### config.mk
export PLATFORM = sky130hd
export DESIGN_NAME = alu_share_arb
export DESIGN_NICKNAME = d
export VERILOG_FILES = /design/src/rtl/alu_pkg.sv /design/src/rtl/alu.sv /design/src/rtl/alu_share_arb_rr_arb2.sv /design/src/rtl/alu_share_arb.sv
export SDC_FILE = /design/constraint.sdc
export NUM_CORES = 1
export LEC_CHECK = 0
export ABC_AREA = 1
export CAP_MARGIN = 15
export CORE_MARGIN = 2
export CORE_UTILIZATION = 35
export DETAILED_ROUTE_END_ITERATION = 7
export SETUP_SLACK_MARGIN = 0.15
export SYNTH_ARGS = -nofsm -noshare
export SYNTH_HDL_FRONTEND = slang
export SYNTH_HIERARCHICAL = 1
export SYNTH_SLANG_ARGS = --single-unit
### constraint.sdc
create_clock -name i_clk -period 3 [get_ports i_clk]
set_input_delay 0.3 -clock i_clk [delete_from_list [all_inputs] [get_ports i_clk]]
set_output_delay 0.3 -clock i_clk [all_outputs]
set_load 0.02 [all_outputs]
### src/rtl/alu_pkg.sv
// Shared ALU definitions: control codes, datapath width and the
// arbiter FSM state type used by alu_share_arb.
package alu_pkg;

    localparam int ALU_W = 32;

    localparam logic [3:0] ALU_AND  = 4'd0;
    localparam logic [3:0] ALU_OR   = 4'd1;
    localparam logic [3:0] ALU_ADD  = 4'd2;
    localparam logic [3:0] ALU_SUB  = 4'd6;
    localparam logic [3:0] ALU_SLTU = 4'd7;
    localparam logic [3:0] ALU_NOR  = 4'd12;

    typedef enum logic [1:0] {
        IDLE = 2'd0,
        EXEC = 2'd1,
        RESP = 2'd2
    } arb_state_e;

    // One-hot encoding of a requester index (0 -> 2'b01, 1 -> 2'b10).
    function automatic logic [1:0] req_onehot(input logic idx);
        return idx ? 2'b10 : 2'b01;
    endfunction

endpackage

### src/rtl/alu.sv
// Combinational 32-bit ALU. Unknown control codes yield a zero result,
// which also raises the zero flag; that is normal operation, not an error.
module alu
    import alu_pkg::*;
(
    input  logic [3:0]       alu_ctl,
    input  logic [ALU_W-1:0] a,
    input  logic [ALU_W-1:0] b,
    output logic [ALU_W-1:0] result,
    output logic             zero
);

    // Operation select; arithmetic wraps modulo 2^32.
    always_comb begin
        result = '0;
        case (alu_ctl)
            ALU_AND:  result = a & b;
            ALU_OR:   result = a | b;
            ALU_ADD:  result = a + b;
            ALU_SUB:  result = a - b;
            ALU_SLTU: result = {{(ALU_W-1){1'b0}}, (a < b)};
            ALU_NOR:  result = ~(a | b);
            default:  result = '0;
        endcase
    end

    assign zero = (result == '0);

endmodule

### src/rtl/alu_share_arb_rr_arb2.sv
// Two-way round-robin grant. A lone requester always wins; when both
// request, the pointer names the winner. Grant is one-hot or zero.
module rr_arb2 (
    input  logic [1:0] req,
    input  logic       ptr,
    output logic [1:0] grant
);

    genvar gi;
    generate
        for (gi = 0; gi < 2; gi++) begin : g_grant
            // Requester gi wins if the other is idle or the pointer favours gi.
            assign grant[gi] = req[gi] & (~req[1-gi] | (ptr == 1'(gi)));
        end
    endgenerate

endmodule

### src/rtl/alu_share_arb.sv
// alu_share_arb: shares one combinational alu between the execute stage
// (requester 0) and the branch/address-calc unit (requester 1).
// Flow per operation: IDLE (grant + latch operands) -> EXEC (alu runs on
// the latched operands, result registered) -> RESP (held until the owner
// takes it). The round-robin pointer moves only when a response completes.
// Optional build macro ALU_SHARE_ARB_PERF_EN adds o_conflict_cnt, a
// saturating count of IDLE cycles in which both requesters were valid.
module alu_share_arb
    import alu_pkg::*;
#(
    parameter int WIDTH      = 32,    // must equal ALU_W; only 32 is supported
    parameter bit RESET_PRIO = 1'b0   // requester favoured first after reset
) (
    input  logic             i_clk,
    input  logic             i_rst_n,
    input  logic [1:0]       i_req_valid,
    output logic [1:0]       o_req_ready,
    input  logic [3:0]       i_req_ctl0,
    input  logic [3:0]       i_req_ctl1,
    input  logic [WIDTH-1:0] i_req_a0,
    input  logic [WIDTH-1:0] i_req_b0,
    input  logic [WIDTH-1:0] i_req_a1,
    input  logic [WIDTH-1:0] i_req_b1,
    output logic [1:0]       o_rsp_valid,
    input  logic [1:0]       i_rsp_ready,
    output logic [WIDTH-1:0] o_rsp_result,
    output logic             o_rsp_zero
`ifdef ALU_SHARE_ARB_PERF_EN
    ,
    output logic [15:0]      o_conflict_cnt
`endif
);

    arb_state_e       state_reg, state_next;
    logic             ptr_reg;
    logic             owner_reg;
    logic [3:0]       ctl_reg;
    logic [WIDTH-1:0] a_reg, b_reg;
    logic [WIDTH-1:0] result_reg;
    logic             zero_reg;

    logic [1:0]       grant;
    logic [1:0]       owner_onehot;
    logic             accept;
    logic             rsp_done;
    logic [WIDTH-1:0] alu_result;
    logic             alu_zero;

    rr_arb2 u_rr_arb2 (
        .req   (i_req_valid),
        .ptr   (ptr_reg),
        .grant (grant)
    );

    alu u_alu (
        .alu_ctl (ctl_reg),
        .a       (a_reg),
        .b       (b_reg),
        .result  (alu_result),
        .zero    (alu_zero)
    );

    genvar gi;
    generate
        for (gi = 0; gi < 2; gi++) begin : g_owner
            assign owner_onehot[gi] = (owner_reg == 1'(gi));
        end
    endgenerate

    // grant only ever names a valid requester, so any grant in IDLE is a handshake
    assign accept   = (state_reg == IDLE) && (grant != 2'b00);
    assign rsp_done = (state_reg == RESP) && i_rsp_ready[owner_reg];

    // FSM state register
    always_ff @(posedge i_clk or negedge i_rst_n) begin
        if (!i_rst_n) begin
            state_reg <= IDLE;
        end else begin
            state_reg <= state_next;
        end
    end

    // FSM next-state logic
    always_comb begin
        state_next = state_reg;
        case (state_reg)
            IDLE:    if (accept)   state_next = EXEC;
            EXEC:                  state_next = RESP;
            RESP:    if (rsp_done) state_next = IDLE;
            default:               state_next = IDLE;
        endcase
    end

    // FSM outputs; ready is also held low while reset is asserted so no
    // requester sees a handshake during reset
    always_comb begin
        o_req_ready = 2'b00;
        o_rsp_valid = 2'b00;
        if (state_reg == IDLE && i_rst_n) begin
            o_req_ready = grant;
        end
        if (state_reg == RESP) begin
            o_rsp_valid = owner_onehot;
        end
    end

    // Operand capture, result register and round-robin pointer
    always_ff @(posedge i_clk or negedge i_rst_n) begin
        if (!i_rst_n) begin
            ptr_reg    <= RESET_PRIO;
            owner_reg  <= 1'b0;
            ctl_reg    <= '0;
            a_reg      <= '0;
            b_reg      <= '0;
            result_reg <= '0;
            zero_reg   <= 1'b0;
        end else begin
            if (accept) begin
                owner_reg <= grant[1];
                ctl_reg   <= grant[1] ? i_req_ctl1 : i_req_ctl0;
                a_reg     <= grant[1] ? i_req_a1   : i_req_a0;
                b_reg     <= grant[1] ? i_req_b1   : i_req_b0;
            end
            if (state_reg == EXEC) begin
                result_reg <= alu_result;
                zero_reg   <= alu_zero;
            end
            if (rsp_done) begin
                ptr_reg <= ~owner_reg;
            end
        end
    end

    assign o_rsp_result = result_reg;
    assign o_rsp_zero   = zero_reg;

`ifdef ALU_SHARE_ARB_PERF_EN
    logic [15:0] conflict_cnt_reg;

    // Saturating count of IDLE cycles with both requesters contending
    always_ff @(posedge i_clk or negedge i_rst_n) begin
        if (!i_rst_n) begin
            conflict_cnt_reg <= '0;
        end else if (state_reg == IDLE && i_req_valid == 2'b11 &&
                     conflict_cnt_reg != 16'hFFFF) begin
            conflict_cnt_reg <= conflict_cnt_reg + 16'd1;
        end
    end

    assign o_conflict_cnt = conflict_cnt_reg;
`endif

endmodule

Yosys cells after proc, flatten, opt, wreduce, memory -nomap -nowiden
Cells that the tools add are included.
Operators by class
  eq/ne operators: 9
  add/subtract/negate cells: 2
  $lt $le $gt $ge: 2
  reduce and logical (&&, ||, !) cells: 8
  bitwise gates (word level): 11
  mux-type cells: 11
Operators by type and width (count)
  one-hot mux 32 bit (6 select lines): 1
  two-way mux 32 bit: 2
  adder 32 bit: 1
  AND 32 bit: 1
  logical NOT 32 bit: 1
  less-than comparator 32 bit: 1
  inverter 32 bit: 1
  bitwise OR 32 bit: 1
  subtractor 32 bit: 1
  equality test 4 x 3 -> 1 bit (second input constant): 2
  two-way mux 2 bit: 4
  one-hot mux 2 bit (3 select lines): 1
  equality test 4 x 1 -> 1 bit (second input constant): 1
  equality test 4 x 2 -> 1 bit (second input constant): 1
  equality test 4 bit (second input constant): 1
  logical NOT 4 bit: 1
  two-way mux 4 bit: 1
  != test 2 bit (second input constant): 2
  inverter 1 bit: 4
  logical AND 1 bit: 3
  AND 1 bit: 2
  equality test 2 x 1 -> 1 bit (second input constant): 1
  equality test 2 bit (second input constant): 1
  logical NOT 2 bit: 1
  other kinds (5): 7
Storage, ports and cells
  input port bits: 142
  output and inout port bits: 37
  flip-flop bits (word level): 105
  logic and storage cells: 51

Depth between registers and ports, before layout
Gate-level depths: netlist of the first run.
  word-level depth: 7
  depth in mapped cells: 23
  gate-level depth less buffers: 22

Cells and area by module
Netlist of the first run, hierarchy kept.
By module, submodules not included
  alu: seq. area each 0.0 um^2, cells an instance 1446, area each 6921.6 um^2, times used 1
  alu_share_arb: seq. area each 2627.5 um^2, cells an instance 678, area each 5053.6 um^2, times used 1
  rr_arb2: seq. area each 0.0 um^2, cells an instance 5, area each 20.0 um^2, times used 1

Worst setup path before layout of the first run
Ideal clock, no wire load.
  kind: register -> register
  start point: reg b_reg[0]
  end point: reg zero_reg, in the netlist o_rsp_zero
  arrival time: 2.273 ns
  setup time: 0.065 ns
  path slack: 0.662 ns
  cell stages (with the launch flop): 21
  period minus slack after synthesis: 2.338 ns
  buffers on the path: 0
  required time: 2.935 ns
  path through: dfrtp_1 -> ha_1 -> inv_1 -> fa_1 -> inv_1 -> nand3_1 -> nand2_1 -> nand3_1 -> nand3b_1 -> nand2_1 -> nand2_1 -> nand2_1 -> nand3_1 -> nand2_1 -> nor2_1 -> nand2_1 -> nor2_1 -> nand3_1 -> nor2_1 -> nand3_1 -> nand2_1
On the way
  word-level cells in the longest chain between the ends: 4
  elaborated cells between the ends (all ways): 8
  those cells by class: 2 x add/sub; 1 x order compare; 1 x mux; 3 x bitwise; 1 x reduce/logical
Ends and longest elaborated chain
  from (decl): line alu_share_arb.sv:38  | logic [WIDTH-1:0] a_reg, b_reg;
  from (signal assigned): line alu_share_arb.sv:122  | b_reg <= grant[1] ? i_req_b1 : i_req_b0;
  parallel branches: the longest is 2 deep, another holds subtractor 32 bit
  one-hot mux 32 bit (6 select lines) *: line alu.sv:16  | case (alu_ctl)
  logical NOT 32 bit *: line alu.sv:27  | assign zero = (result == '0);
  named net alu_zero: line alu_share_arb.sv:47  | logic alu_zero;
  to (signal assigned): line alu_share_arb.sv:126  | zero_reg <= alu_zero;
  to (decl): line alu_share_arb.sv:40  | logic zero_reg;
Mark *: on every way through the listed nets, which the timed path passes.
A chain may end at the register's enable or synchronous reset.

Final worst setup path of the first run
  start point: reg a_reg[22]
  end point: reg zero_reg, in the netlist o_rsp_zero
On the way
  word-level cells in the longest chain between the ends: 4
  elaborated cells between the ends (all ways): 8
  those cells by class: 2 x add/sub; 1 x order compare; 1 x mux; 3 x bitwise; 1 x reduce/logical
Ends and longest elaborated chain
  from (decl): line alu_share_arb.sv:38
  from (signal assigned): line alu_share_arb.sv:121  | a_reg <= grant[1] ? i_req_a1 : i_req_a0;
  parallel branches: the longest is 2 deep, another holds subtractor 32 bit
  one-hot mux 32 bit (6 select lines) *: line alu.sv:16
  logical NOT 32 bit *: line alu.sv:27
  named net alu_zero: line alu_share_arb.sv:47
Marks and branches as above.

==> results of run 1 <==
## cell usage after synthesis, types with 4 or more instances
library cell and number:
a21oi_1 53, a221oi_1 23, and2_1 6, buf_1 4, buf_2 25, buf_4 16, buf_6 13, clkbuf_1 18
dfrtp_1 105, ha_1 101, inv_1 411, inv_2 4, nand2_1 851, nand3_1 148, nand4_1 10, nor2_1 206
nor2_2 5, nor3_1 9, o21ai_0 80, o21ai_1 12, o21bai_1 8
## metal layers
layer	vias to the layer above	global-route usage	part of all wire
met3	53	0.0378	0.078
met4	0	0.0673	0.022
met5	-	0	0
met2	494	0.349	0.41
li1	6921	-	-
met1	6083	0.351	0.49
## critical path: cells and delay by family, from the launching register on
kind | cells | cell delay (ns)
simple gates | 13 | 1.21
buf+inv | 6 | 0.65
flops | 1 | 0.42
fa+ha+maj | 1 | 0.24
compound gates | 1 | 0.17
## placed cells by master, fill, tap and decap left out, drive strengths merged
cell,Yosys,final
buf,58,145
dlygate4sd3,0,1
a21oi,55,55
o21bai,8,8
fa,2,2
a221oi,23,23
o211ai,1,1
clkbuf,20,10
nor2,213,213
xor2,1,1
a31oi,1,1
nand2,853,853
dfrtp,105,105
nand3b,1,1
nor3,9,9
bufinv,0,2
a211oi,1,1
and2,6,6
clkdlybuf4s50,0,177
ha,101,101
nand3,149,149
and3,1,1
nor4,2,2
inv,415,417
or2,1,1
nand4,10,10
o21ai,93,93
## where the power goes
part / leakage [nW] / internal (mW) / switching (mW)
logic: 7.60 / 6.34 / 10.4
registers: 1.34 / 2.10 / 0.495
clock network: 0.149 / 0.731 / 0.596
total: 9.09 / 9.17 / 11.5
## area by class of cell
type / instances / share of cell area
multi-input combinational: 1531 / 0.504
timing repair buffer: 323 / 0.184
sequential: 105 / 0.162
inverter: 415 / 0.0960
tap: 448 / 0.0345
clock buffer: 10 / 0.0141
clock inverter: 4 / 0.00478
## logic make-up after synthesis
logic type	Yosys count	synth area share
AOI/OAI and AO/OA	182	0.0869
buffers and inverters	493	0.170
and+or+nand+nor	1245	0.414
adders and majority gates	103	0.109
DFF	105	0.219
xor gates and xnor gates	1	0.000730
## through the flow
stage	setup TNS (ns)	hold slack, ns	worst slack [ns]
after floorplan	0	0.00441	0.662
after global placement	-0.197	0.136	-0.197
after detailed placement	-0.165	0.138	-0.165
after CTS	0	0.278	0.151
after global routing	0	0.299	0.0939
final	0	0.290	0.251
## worst max-delay path by stage
stage | to | slack [ns] | depth (start not counted)
finish | o_rsp_zero | 0.25 | 21
global route | o_rsp_zero | 0.09 | 20
detailed placement | o_rsp_zero | -0.17 | 20
global placement | o_rsp_zero | -0.20 | 20
CTS | o_rsp_zero | 0.15 | 20
floorplan | o_rsp_zero | 0.66 | 20
## repair_timing
action                                  CTS  global route
cloned                                    0             0
hold buffers                              1             0
buffers inserted                          2            52
endpoints found under the setup margin    3             4
hold endpoints to repair                  3             0
pin swaps                                 1            45
gates resized for setup                  21           212
==> tab_implementation.tex, run 1 <==
\begin{tabular}{lr}
\hline
Metric & Value \\
\hline
\multicolumn{2}{l}{\textbf{Setup path}} \\
Endpoint of the worst-slack reg-to-reg timing path & o\_rsp\_zero \\
Critical-path top delay cell & dfrtp\_1 \\
Data required time at the worst endpoint & approximately 3.3 ns \\
Largest stage delay, worst path & 0.42 ns \\
Length in cells of the worst reg-to-reg path & 21 \\
R2R Path Start & a\_reg[22] \\
Class of the most critical setup path & flip-flop to flip-flop \\
Largest driver fanout on the critical path & 7 \\
Endpoint arrival time on the critical path & $\sim$3.1 ns \\
Startpoint type of the worst setup path & flip-flop \\
Kind of capture point of the worst setup path & flip-flop \\
CP startpoint & a\_reg[22] \\
Worst path cell trace & inv\_1, ha\_4, buf\_4, nor2\_2, inv\_1, nor2\_2, nand2\_1, inv\_1, nand2\_1, inv\_1, nand2\_1, a21oi\_1, nor2\_1, nor2\_1, buf\_4, nand2\_1, nor2\_1, nand3\_1, nor2\_1, nand3\_1, nand2\_1 \\
Most common cell type on the critical path & nand2\_1 \\
R2R setup slack & 0.25 ns \\
\multicolumn{2}{l}{\textbf{Yosys}} \\
Synth Register Bits & 105 \\
Unique cell type count in the Yosys netlist & 37 \\
Async set or reset register ratio after synthesis & 1.00 \\
Post-synthesis sequential area ratio & 0.219 \\
Synth area leaders & nand2\_1, dfrtp\_1, inv\_1 \\
Synthesized netlist cell count & roughly 2,100 \\
Most used flip-flop cell after synthesis & dfrtp\_1 \\
Post-Synthesis Net Count & roughly 2,400 \\
Count of warnings emitted by yosys & 6 \\
Fraction of post-synthesis cell area in the top cell type by area & 0.266 \\
Avg Synthesized Cell Area & 5.63 um2 \\
Cell type contributing the most total cell area after synthesis & nand2\_1 \\
Number of flops mapped to enable cells by yosys & 0 \\
Cell Area, Synth & 12,000 um2 \\
\multicolumn{2}{l}{\textbf{Detailed routing}} \\
Count of TritonRoute iterations in the first routing pass & 8 \\
Routed vias & 13,600 \\
Ratio of routed vias to standard cells & 4.78 \\
Post-route DRC & 0 \\
Detail Route Antenna Nets & 0 \\
Initial DRC count & 1,121 \\
Final routed wirelength across all metal layers & 43,100 um \\
Routed wire length per instance & 15.2 um \\
\multicolumn{2}{l}{\textbf{Layout}} \\
Area used by sequential logic in the layout & about 2600 um2 \\
Utilization after layout & 0.483 \\
Multi-input gate area in the final layout & 8180 um2 \\
Finished Cell Area & 16,200 um2 \\
Diodes inserted & 0 \\
Area grow syn2layout & 35.3\% \\
Share of post-route cells with drive strength above 1 & 0.150 \\
Post-layout net count & 2,630 \\
Number of standard cells in the final layout excluding fillers & 2,836 \\
Count of filler cells inserted in the layout & approximately 3,600 \\
\multicolumn{2}{l}{\textbf{Floorplan}} \\
Number of top-level pins & 179 \\
Area of the core & 33,600 um2 \\
Full die area & around 36,000 um2 \\
Die height & roughly 190 um \\
Rows & 67 \\
Initial standard-cell utilization of the core & 0.357 \\
Die width & 189 um \\
\multicolumn{2}{l}{\textbf{STA}} \\
Final hold violation count & 0 \\
Max Slew Vio Count & 0 \\
Measured slew at the worst slew-check pin & 0.705 ns \\
Number of failing setup endpoints in the final timing report & 0 \\
Achievable frequency & 0.364 GHz \\
Max transition margin & 0.530 \\
Clock Skews & 0.0118 ns \\
Minimum clock period after layout & 2.75 ns \\
Unrepaired setup endpoints after global routing & yes \\
Period utilization & 0.916 \\
\multicolumn{2}{l}{\textbf{Pwr}} \\
Sum of internal, switching and leakage power & 20.7 mW \\
Worst VDD drop & 472 uV \\
Leak Pwr & 9.09 nW \\
Total power divided by cell area & approximately 1300 nW/um2 \\
\multicolumn{2}{l}{\textbf{Global route}} \\
First-pass GRT wire length & 66,000 um \\
Congestion Overflow GR & 0 \\
Combined global-route utilization of all metal layers & 0.236 \\
Number of global-route vias before repair & $\sim$12,000 \\
Pin count of the biggest net entering global routing & approximately 140 \\
Initial antenna violation count & 0 \\
\multicolumn{2}{l}{\textbf{Clocking}} \\
Clock network latency to the later pin of the worst-skew pair & roughly 0.37 ns \\
H-tree level count & 3 \\
Clock-pin slew on the worst setup and hold paths & approximately 0.080 ns \\
TritonCTS Sinks & 105 \\
Clock buffer depth & 2 \\
Clock tree from TritonCTS & yes \\
Number of CTS-inserted buffers & 9 \\
Buffer cell driving the clock tree root & clkbuf\_16 \\
\multicolumn{2}{l}{\textbf{Placement}} \\
Placed Instances & between 2,000 and 3,000 \\
Input/output buffers & 178 \\
Routability congestion estimate from global placement & 0.983 \\
Sum of net half-perimeters after detailed placement & around 35,000 um \\
Cell Area, Placed & 14,600 um2 \\
\multicolumn{2}{l}{\textbf{Status}} \\
Status & complete, no violations \\
\multicolumn{2}{l}{\textbf{Hold path}} \\
Hold WC Path Type & input port to asynchronous set/reset pin \\
\multicolumn{2}{l}{\textbf{Job}} \\
Maximum capacitance violations & 0 \\
\hline
\end{tabular}
(Power assumes the default switching activity.)
==> inputs of run 2 (changes only) <==
- GPL_TIMING_DRIVEN: unset -> 0
==> tab_implementation.tex, run 2 (synthesis results as in run 1) <==
\begin{tabular}{lr}
\hline
Metric & Value \\
\hline
\multicolumn{2}{l}{\textbf{Placement}} \\
Cell Area, Placed & 14,400 um2 (-1.7\%) \\
Routability congestion estimate from global placement & 0.931 (-5.3\%) \\
Sum of net half-perimeters after detailed placement & 35,300 um (+2.0\%) \\
Input/output buffers & 178 (unchanged) \\
\multicolumn{2}{l}{\textbf{STA}} \\
Measured slew at the worst slew-check pin & 0.724 ns (+0.0182 ns) \\
Achievable frequency & 0.364 GHz (about the same) \\
Period utilization & 0.915 (about the same) \\
Number of failing setup endpoints in the final timing report & 0 (unchanged) \\
Unrepaired setup endpoints after global routing & yes \\
Clock Skews & 0.0241 ns (+0.0123 ns) \\
Max Slew Vio Count & 0 (unchanged) \\
Final hold violation count & 0 (unchanged) \\
Minimum clock period after layout & 2.75 ns (-0.00237 ns) \\
Max transition margin & 0.514 (-0.0159) \\
\multicolumn{2}{l}{\textbf{Floorplan}} \\
Initial standard-cell utilization of the core & 0.357 (unchanged) \\
Full die area & 35,800 um2 (unchanged) \\
Die height & 189 um (unchanged) \\
Area of the core & 33,600 um2 (unchanged) \\
Die width & 189 um (unchanged) \\
Rows & 67 (unchanged) \\
Number of top-level pins & 179 (unchanged) \\
\multicolumn{2}{l}{\textbf{Setup path}} \\
Kind of capture point of the worst setup path & flip-flop \\
Count of buffer and inverter cells on the critical path & 2 (-4) \\
Largest driver fanout on the critical path & 4 (-3) \\
R2R setup slack & 0.25 ns (about the same) \\
Startpoint type of the worst setup path & flip-flop \\
Kind of cell with the highest combined delay on the critical path & simple AND/OR/NAND/NOR gates \\
Critical-path top delay cell & dfrtp\_2 \\
Largest stage delay, worst path & 0.45 ns (+0.03 ns) \\
Data required time at the worst endpoint & 3.30 ns (about the same) \\
Class of the most critical setup path & flip-flop to flip-flop \\
Most common cell type on the critical path & nand2\_1 \\
Worst path cell trace & ha\_4, inv\_2, fa\_2, inv\_2, nand3\_2, nand2\_2, nand3\_2, nand3b\_1, nand2\_1, nand2\_2, nand2\_1, nand3\_2, nand2\_2, nor2\_4, nand2\_1, nor2\_1, nand3\_1, nor2\_1, nand3\_1, nand2\_1 \\
Endpoint arrival time on the critical path & 3.05 ns (about the same) \\
\multicolumn{2}{l}{\textbf{Pwr}} \\
Share of total power in combinational logic & 0.795 (-0.015) \\
Worst VDD drop & 404 uV (-14\%) \\
Total power divided by cell area & 1230 nW/um2 (-3.5\%) \\
Net switching power of the design & 11.3 mW (-2.1\%) \\
Clock power share & 0.063 (about the same) \\
Power share of the sequential group & 0.142 (+0.016) \\
Switching Fraction & 0.576 (+0.0198) \\
Leak Pwr & 9.00 nW (-0.96\%) \\
Internal power consumption & 8.28 mW (-9.7\%) \\
\multicolumn{2}{l}{\textbf{Clocking}} \\
Buffer cell driving the clock tree root & clkbuf\_16 \\
Clock-pin slew on the worst setup and hold paths & 0.09 ns (about the same) \\
Number of CTS-inserted buffers & 9 (unchanged) \\
TritonCTS Sinks & 105 (unchanged) \\
Clock buffer depth & 2 (unchanged) \\
Clock tree from TritonCTS & yes \\
H-tree level count & 3 (unchanged) \\
Clock network latency to the later pin of the worst-skew pair & 0.38 ns (about the same) \\
\multicolumn{2}{l}{\textbf{Job}} \\
Maximum capacitance violations & 0 (unchanged) \\
\multicolumn{2}{l}{\textbf{Detailed routing}} \\
Final routed wirelength across all metal layers & 43,100 um (about the same) \\
Routed vias & 13,400 (-1.2\%) \\
Routed wire length per instance & 15.2 um (-0.28\%) \\
Initial DRC count & 745 (-34\%) \\
Count of TritonRoute iterations in the first routing pass & 6 (-2) \\
Post-route DRC & 0 (unchanged) \\
Ratio of routed vias to standard cells & 4.71 (-1.4\%) \\
Detail Route Antenna Nets & 0 (unchanged) \\
\multicolumn{2}{l}{\textbf{Layout}} \\
Share of post-route cells with drive strength above 1 & 0.138 (-0.0120) \\
Area grow syn2layout & 32.5\% \\
Utilization after layout & 0.473 (-0.00986) \\
Finished Cell Area & 15,900 um2 (-2.0\%) \\
Most common cell after layout, fill and taps aside & nand2\_1 \\
Most frequent cells in the layout & nand2\_1, inv\_1, clkdlybuf4s50\_1, nor2\_1, nand3\_1 \\
Post-layout net count & 2,632 (+0.076\%) \\
\multicolumn{2}{l}{\textbf{Global route}} \\
First-pass GRT wire length & 66,300 um (+0.44\%) \\
Combined global-route utilization of all metal layers & 0.238 (+0.00149) \\
Pin count of the biggest net entering global routing & 66 (-52\%) \\
Number of global-route vias before repair & 12,500 (+1.5\%) \\
Congestion Overflow GR & 0 (unchanged) \\
Initial antenna violation count & 0 (unchanged) \\
\multicolumn{2}{l}{\textbf{Status}} \\
Status & complete, no violations \\
\multicolumn{2}{l}{\textbf{Hold path}} \\
Hold WC Path Type & input port to asynchronous set/reset pin \\
\hline
\end{tabular}
-- run 2: cell count changes in the layout (fill, tap and decap cells not counted), sizes merged --
cell	delta
clkbuf	+22
clkinv	+1
buf	-19
inv	+1
clkinvlp	+1
diode	+2
bufinv	-2
-- run 2: timing repair --
action	4_1_cts	5_1_grt
buffers inserted	5	59
cloned	0	2
endpoints found under the setup margin	3	6
hold buffers	2	0
pin swaps	4	47
gates resized for setup	25	205
endpoints found under the hold margin	41	0
-- run 2: path summary, 6_finish.rpt --
kind / start / end / cells after the start
max: b_reg[0] / o_rsp_zero / 20
max reg2reg: b_reg[0] / o_rsp_zero / 20
max in group asynchronous: i_rst_n / a_reg[24] / 3
min reg2reg: o_rsp_result[21] / o_rsp_result[21] / 2
min in group i_clk: o_rsp_result[21] / o_rsp_result[21] / 2
min: i_rst_n / a_reg[0] / 3
-- run 2: routing by layer --
| layer | wire length [um] | share of wire | vias up | GRT usage |
|---|---|---|---|---|
| li1 | - | - | 6921 | - |
| met1 | 20800 | 0.48 | 6032 | 0.338 |
| met2 | 18900 | 0.44 | 389 | 0.379 |
| met3 | 2630 | 0.061 | 43 | 0.0304 |
| met4 | 782 | 0.018 | 0 | 0.0628 |
| met5 | 0 | 0 | - | 0 |
-- run 2: area by class of cell --
cell class | instances | area [um2]
Antenna cell | 2 | 5.00
Buffer | 78 | 551
Clock buffer | 11 | 243
Clock inverter | 5 | 45.0
Fill cell | 3649 | 17700
Inverter | 415 | 1560
Multi-Input combinational cell | 1531 | 7960
Sequential cell | 105 | 2640
Tap cell | 448 | 561
Timing Repair Buffer | 247 | 2330
-- run 2: tightest hold or removal path: stages --
cell and delay (ns):
dlygate4sd3_1 0.53, buf_4 0.16, buf_16 0.23
-- run 2: power by group through the flow --
stage               Sequential (mW)  Clock, mW  Combinational [mW]
floorplan                      2.85          0                8.92
global placement               2.77          0                13.1
detailed placement             2.80          0                13.2
CTS                            2.78       1.26                13.5
global route                   2.87       1.32                17.3
finish                         2.77       1.24                15.5
-- run 2: metrics by stage --
stage | hold slack (ns) | instances | setup slack (ns) | TNS [ns] | power [mW]
3_5_place_dp | 0.329 | 2756 | -0.169 | -0.211 | 16.0
3_3_place_gp | 0.454 | 2755 | -2.77 | -269.58 | 15.8
2_1_floorplan | 0.00441 | 2129 | 0.662 | 0 | 11.8
4_1_cts | 0.458 | 2779 | 0.153 | 0 | 17.5
5_1_grt | 0.490 | 2840 | 0.0417 | 0 | 21.5
6_report | 0.463 | 2842 | 0.254 | 0 | 19.5
==> variant 1, RTL diff (settings of run 2) <==
`RESET_PRIO`: 1'b0 -> 1'b1.
--- a/src/rtl/alu_share_arb.sv
+++ b/src/rtl/alu_share_arb.sv
@@ -9,7 +9,7 @@
     import alu_pkg::*;
 #(
     parameter int WIDTH      = 32,    // must equal ALU_W; only 32 is supported
-    parameter bit RESET_PRIO = 1'b0   // requester favoured first after reset
+    parameter bit RESET_PRIO = 1'b1   // requester favoured first after reset
 ) (
     input  logic             i_clk,
     input  logic             i_rst_n,
Formal check against the unedited RTL: not equivalent (Yosys sat finds a counterexample within 4 cycles, from zero or initial values and one cycle with i_rst_n low).
==> variant 1 against run 2 <==
- setup slack lost 0.11 ns
- clock power up 7%
- wire length shrank 1.7%
- clock skew is 0.010 ns lower
- combinational power fell by 6%
- sequential cell count unchanged
- synthesized cell count did not move
- power is 4.1% lower
- area after synthesis about the same
- final area decreased by 3.1%
- worst hold slack lost 0.010 ns
==> variant 1: results (changes against run 2) <==
final_layout:
  multi_input_cells: 1531  # unchanged
  final-nonclk-buf-share: 0.170  # -0.0119
  nets: 2597  # -1.3%
  drive_gt1_frac: 0.101  # -0.0370
  finalInstanceArea_um2: 15400  # -3.1%
  multi_input_area_um2: 7720  # -3.0%
  sh_seq_area: 0.172  # +0.00532
  post-route-util: 0.458  # -0.0144
  clockBufferCount: 10  # -1
  clkCellAreaFrac: 0.0206  # +0.00252
  n_antenna_cell: 1  # -1
  n_all_inverters: 415  # unchanged
  num-nonclk-buffers: 290  # -11%
  fillers: 3701  # +1.4%
critical_path:
  r2r_setup_slack_ns: 0.15  # -0.11 ns
  cp_data_arrival_time_ns: 3.16  # +0.11 ns
  r2r_cells: 20  # unchanged
  rr_startpoint: "a_reg[23]$_DFFE_PN0P_"
  slowest_delay_ns: 0.41  # -0.04 ns
  path_max_fanout: 9  # +5
  critical_path.endpoint: "o_rsp_zero$_DFFE_PN0N_"
synth:
  synth_common_cells: "nand2_1, inv_1, nor2_1"
  postSynthCellCount: 2129  # unchanged
  netlist_top_cells_area: "nand2_1, dfrtp_1, inv_1"
  yosysSeqAreaShare: 0.219  # about the same
  synth_cell_types: 38  # +2.7%
  ys.flop_type: "dfrtp_1"
  syn_nets: 2374  # unchanged
placement:
  port_buffers: 178  # unchanged
  place_area_um2: 14400  # about the same
  post-dp-hpwl_mm: 35.2  # -0.50%
  place.gp.congestion: 0.973  # +4.6%
  place_ws_ns: -0.231  # -0.0619 ns
run_status:
  status: "completed"
timing:
  min_period_ns: 2.85  # +0.106 ns
  maxSlewHeadroom: 0.529  # +0.0146
  clock-skew-final_ns: 0.0139  # -0.0102 ns
  hold_slack_ns: 0.453  # -0.0103 ns
drt:
  routed_via_density: 4.69  # -0.41%
  drt-initial-drc-count: 972  # +30%
  route.met3.wl_mm: 2.42  # -8.3%
  vias: 13200  # -1.7%
  dr_wl_met2_mm: 18.6  # -1.8%
  drt-total-wl_mm: 42.4  # -1.7%
  drt-met1-wl_mm: 20.9  # +0.44%
pwr:
  p_comb_frac: 0.781  # -0.014
  seq_power_share: 0.148  # +0.006
  ir_worst_vdd_uv: 363  # -10%
  swShare: 0.580  # +0.00397
  p_leak_uw: 0.00879  # -2.3%
grt:
  grt_max_degree: 66  # unchanged
  grt_pass1_wl_mm: 66.0  # -0.44%
  grt_use_total: 0.237  # -0.00107
  grt_pass1_vias: 12300  # -1.8%
cts:
  clkLatencyLatePin_ns: 0.37
  clkSinkCount: 105  # unchanged
  cts-buffers-inserted: 9  # unchanged
variant 1: cell types whose count changed after synthesis, sizes merged:
cell   change
dfstp      +1
dfrtp      -1
variant 1: per-layer routing:
| metal | up-vias | global-route usage |
|---|---|---|
| met2 | 358 | 0.380 |
| li1 | 6847 | - |
| met3 | 29 | 0.0224 |
| met4 | 0 | 0.0517 |
| met1 | 5927 | 0.343 |
| met5 | - | 0 |
variant 1: logic make-up after synthesis:
kind of cell               count (synthesis)  share of synthesized area
and+or+nand+nor                         1245                      0.414
buffers and inverters                    493                      0.170
adders and majority gates                103                      0.109
AOI/OAI and AO/OA                        182                     0.0869
xor gates and xnor gates                   1                   0.000730
DFF                                      105                      0.219
variant 1: what timing repair did:
action / in CTS / in global routing
endpoints found under the hold margin: 41 / 0
pin swaps: 5 / 23
endpoints found under the setup margin: 4 / 7
resized for setup: 29 / 126
setup buffers: 5 / 27
hold buffers: 2 / 0
==> variant 2, RTL diff (flow settings as in run 2) <==
Without the edit above. Encoding of `arb_state_e`: now one-hot (3 bits for 3 states).
--- a/src/rtl/alu_pkg.sv
+++ b/src/rtl/alu_pkg.sv
@@ -11,10 +11,10 @@
     localparam logic [3:0] ALU_SLTU = 4'd7;
     localparam logic [3:0] ALU_NOR  = 4'd12;
 
-    typedef enum logic [1:0] {
-        IDLE = 2'd0,
-        EXEC = 2'd1,
-        RESP = 2'd2
+    typedef enum logic [2:0] {
+        IDLE = 3'b001,
+        EXEC = 3'b010,
+        RESP = 3'b100
     } arb_state_e;
 
     // One-hot encoding of a requester index (0 -> 2'b01, 1 -> 2'b10).
Check against the original RTL: no difference found for any inputs over 4 cycles, from zero or initial values and one cycle with i_rst_n low; so few cycles prove little.
==> variant 2 against run 2 <==
- non-clock buffer count is 10 higher
- final area up 1.4%
- power down 0.18%
- wire length is 0.68% higher
- setup slack barely moved
- utilization decreased by 0.28 points
- clock power is 6% higher
- critical path type unchanged
- area after synthesis is 0.63% higher
- die area grew 0.61%
- maximum frequency about the same
- sequential cell count increased by 1
==> variant 2: results (changes against run 2) <==
grt:
  grt_max_degree: 55  # -17%
  grt_use_total: 0.235  # -0.00246
  grt_pass1_wl_mm: 65.7  # -0.84%
  antenna_found_initial: 0  # unchanged
  grt_pass1_vias: 12300  # -1.5%
synth:
  yosysSeqAreaShare: 0.220  # +0.000814
  syn_avg_cell_area_um2: 5.63  # about the same
  synth_fa_ha_area_frac: 0.108  # -0.000676
  syn_nets: 2389  # +0.63%
  synthXorXnorAreaFrac: 0.000726  # -0.00000454
  async_reset_ff_frac: 1.00  # unchanged
  synth_common_cells: "nand2_1, inv_1, nor2_1"
  synth-compound-area-share: 0.0701  # -0.0168
  netlist_top_cells_area: "nand2_1, dfrtp_1, inv_1"
pwr:
  seq_power_share: 0.139  # -0.003
  p_per_area_nw_per_um2: 1210  # -1.5%
  p_sw_uw: 11200  # -0.55%
  p_leak_uw: 0.00905  # +0.57%
  ir_worst_vdd_uv: 385  # -4.6%
  p_clk_frac: 0.067  # +0.004
critical_path:
  r2r_setup_slack_ns: 0.25  # about the same
  cp_data_arrival_time_ns: 3.04  # about the same
  path_max_fanout: 9  # +5
  rr_startpoint: "b_reg[11]$_DFFE_PN0P_"
  worstSetupStartpointType: "flip-flop"
drt:
  vias: 13600  # +1.5%
  wl_per_cell_um: 15.1  # -0.23%
  routed_via_density: 4.74  # +0.60%
  dr.pass1.iters: 5  # -1
  drt-initial-drc-count: 992  # +33%
cts:
  cts-buffers-inserted: 9  # unchanged
  ctsHoldBuffers: 1  # -1
  cts_setup_buffers: 12  # +7
  clk_pin_slew_ns: 0.09  # about the same
  root_buffer: "clkbuf_16"
  cts-resized-gates: 18  # -28%
  ctsHtreeMaxLevel: 3  # unchanged
timing:
  maxSlewHeadroom: 0.463  # -0.0507
  finalHoldViolCount: 0  # unchanged
  clock-skew-final_ns: 0.0142  # -0.00991 ns
  fmax_mhz: 364  # about the same
placement:
  place.gp.congestion: 0.953  # +2.4%
  post-dp-hpwl_mm: 35.3  # about the same
  port_buffers: 178  # unchanged
  numPlacedInstances: 2778  # +0.80%
  place_ws_ns: -0.161  # +0.00779 ns
final_layout:
  fillers: 3729  # +2.2%
  nets: 2653  # +0.80%
  drive_gt1_frac: 0.149  # +0.0108
  n_antenna_cell: 0  # -2
run_status:
  status: "completed"
[variant 2: changes by cell type after synthesis, moves of 2 or more]
cell and change:
nand2_4 +2, buf_4 +9, nor3_1 +2, nand2_1 +36, buf_2 +14, clkbuf_1 -12, o21ai_0 -32, buf_6 -6
inv_2 +2, nand3_1 +38, inv_1 -31, o21ai_1 -4
[variant 2: metrics by stage]
stage / hold WS [ns] / util / cell area, um^2
after CTS: 0.488 / 0.435 / 14900
final: 0.432 / 0.470 / 16100
after detailed placement: 0.391 / 0.421 / 14400
after global routing: 0.488 / 0.470 / 16100
after global placement: 0.465 / 0.421 / 14400
after floorplan: 0.00441 / - / 12100
[variant 2: worst max-delay path, cell delays in order, from the launching register on]
cell and delay, ns:
dfrtp_1 0.40, inv_1 0.08, ha_1 0.27, buf_4 0.19, nand2_4 0.11, inv_1 0.04, nand2_1 0.06, nand2_1 0.08
nand3b_1 0.30, buf_4 0.22, nor2_1 0.08, nor2_1 0.04, nand2_1 0.08, nand3_2 0.09, nor2_1 0.12, nand2_1 0.07
nor2_2 0.13, nand3_1 0.09, nor2_1 0.09, inv_1 0.04, o21ai_1 0.10
[variant 2: routing by layer]
metal,vias up,global-route usage,part of all wire
li1,7006,-,-
met1,6100,0.344,0.48
met2,432,0.369,0.44
met3,50,0.0221,0.062
met4,0,0.0650,0.023
met5,-,0,0
[variant 2: cell type report]
cell class,count,area share
sequential,106,0.165
inverter,387,0.0904
multi-input combinational,1569,0.507
tap,455,0.0353
clock buffer,10,0.0148
timing repair buffer,253,0.147
buffer,82,0.0364
clock inverter,6,0.00419
[variant 2: cells by family (layout without fill, tap and decap cells)]
group / after synthesis / after routing
fa+ha+maj: 103 / 103
simple gates: 1320 / 1320
xor+xnor: 1 / 1
compound gates: 145 / 145
flops: 106 / 106
buf+inv: 469 / 738
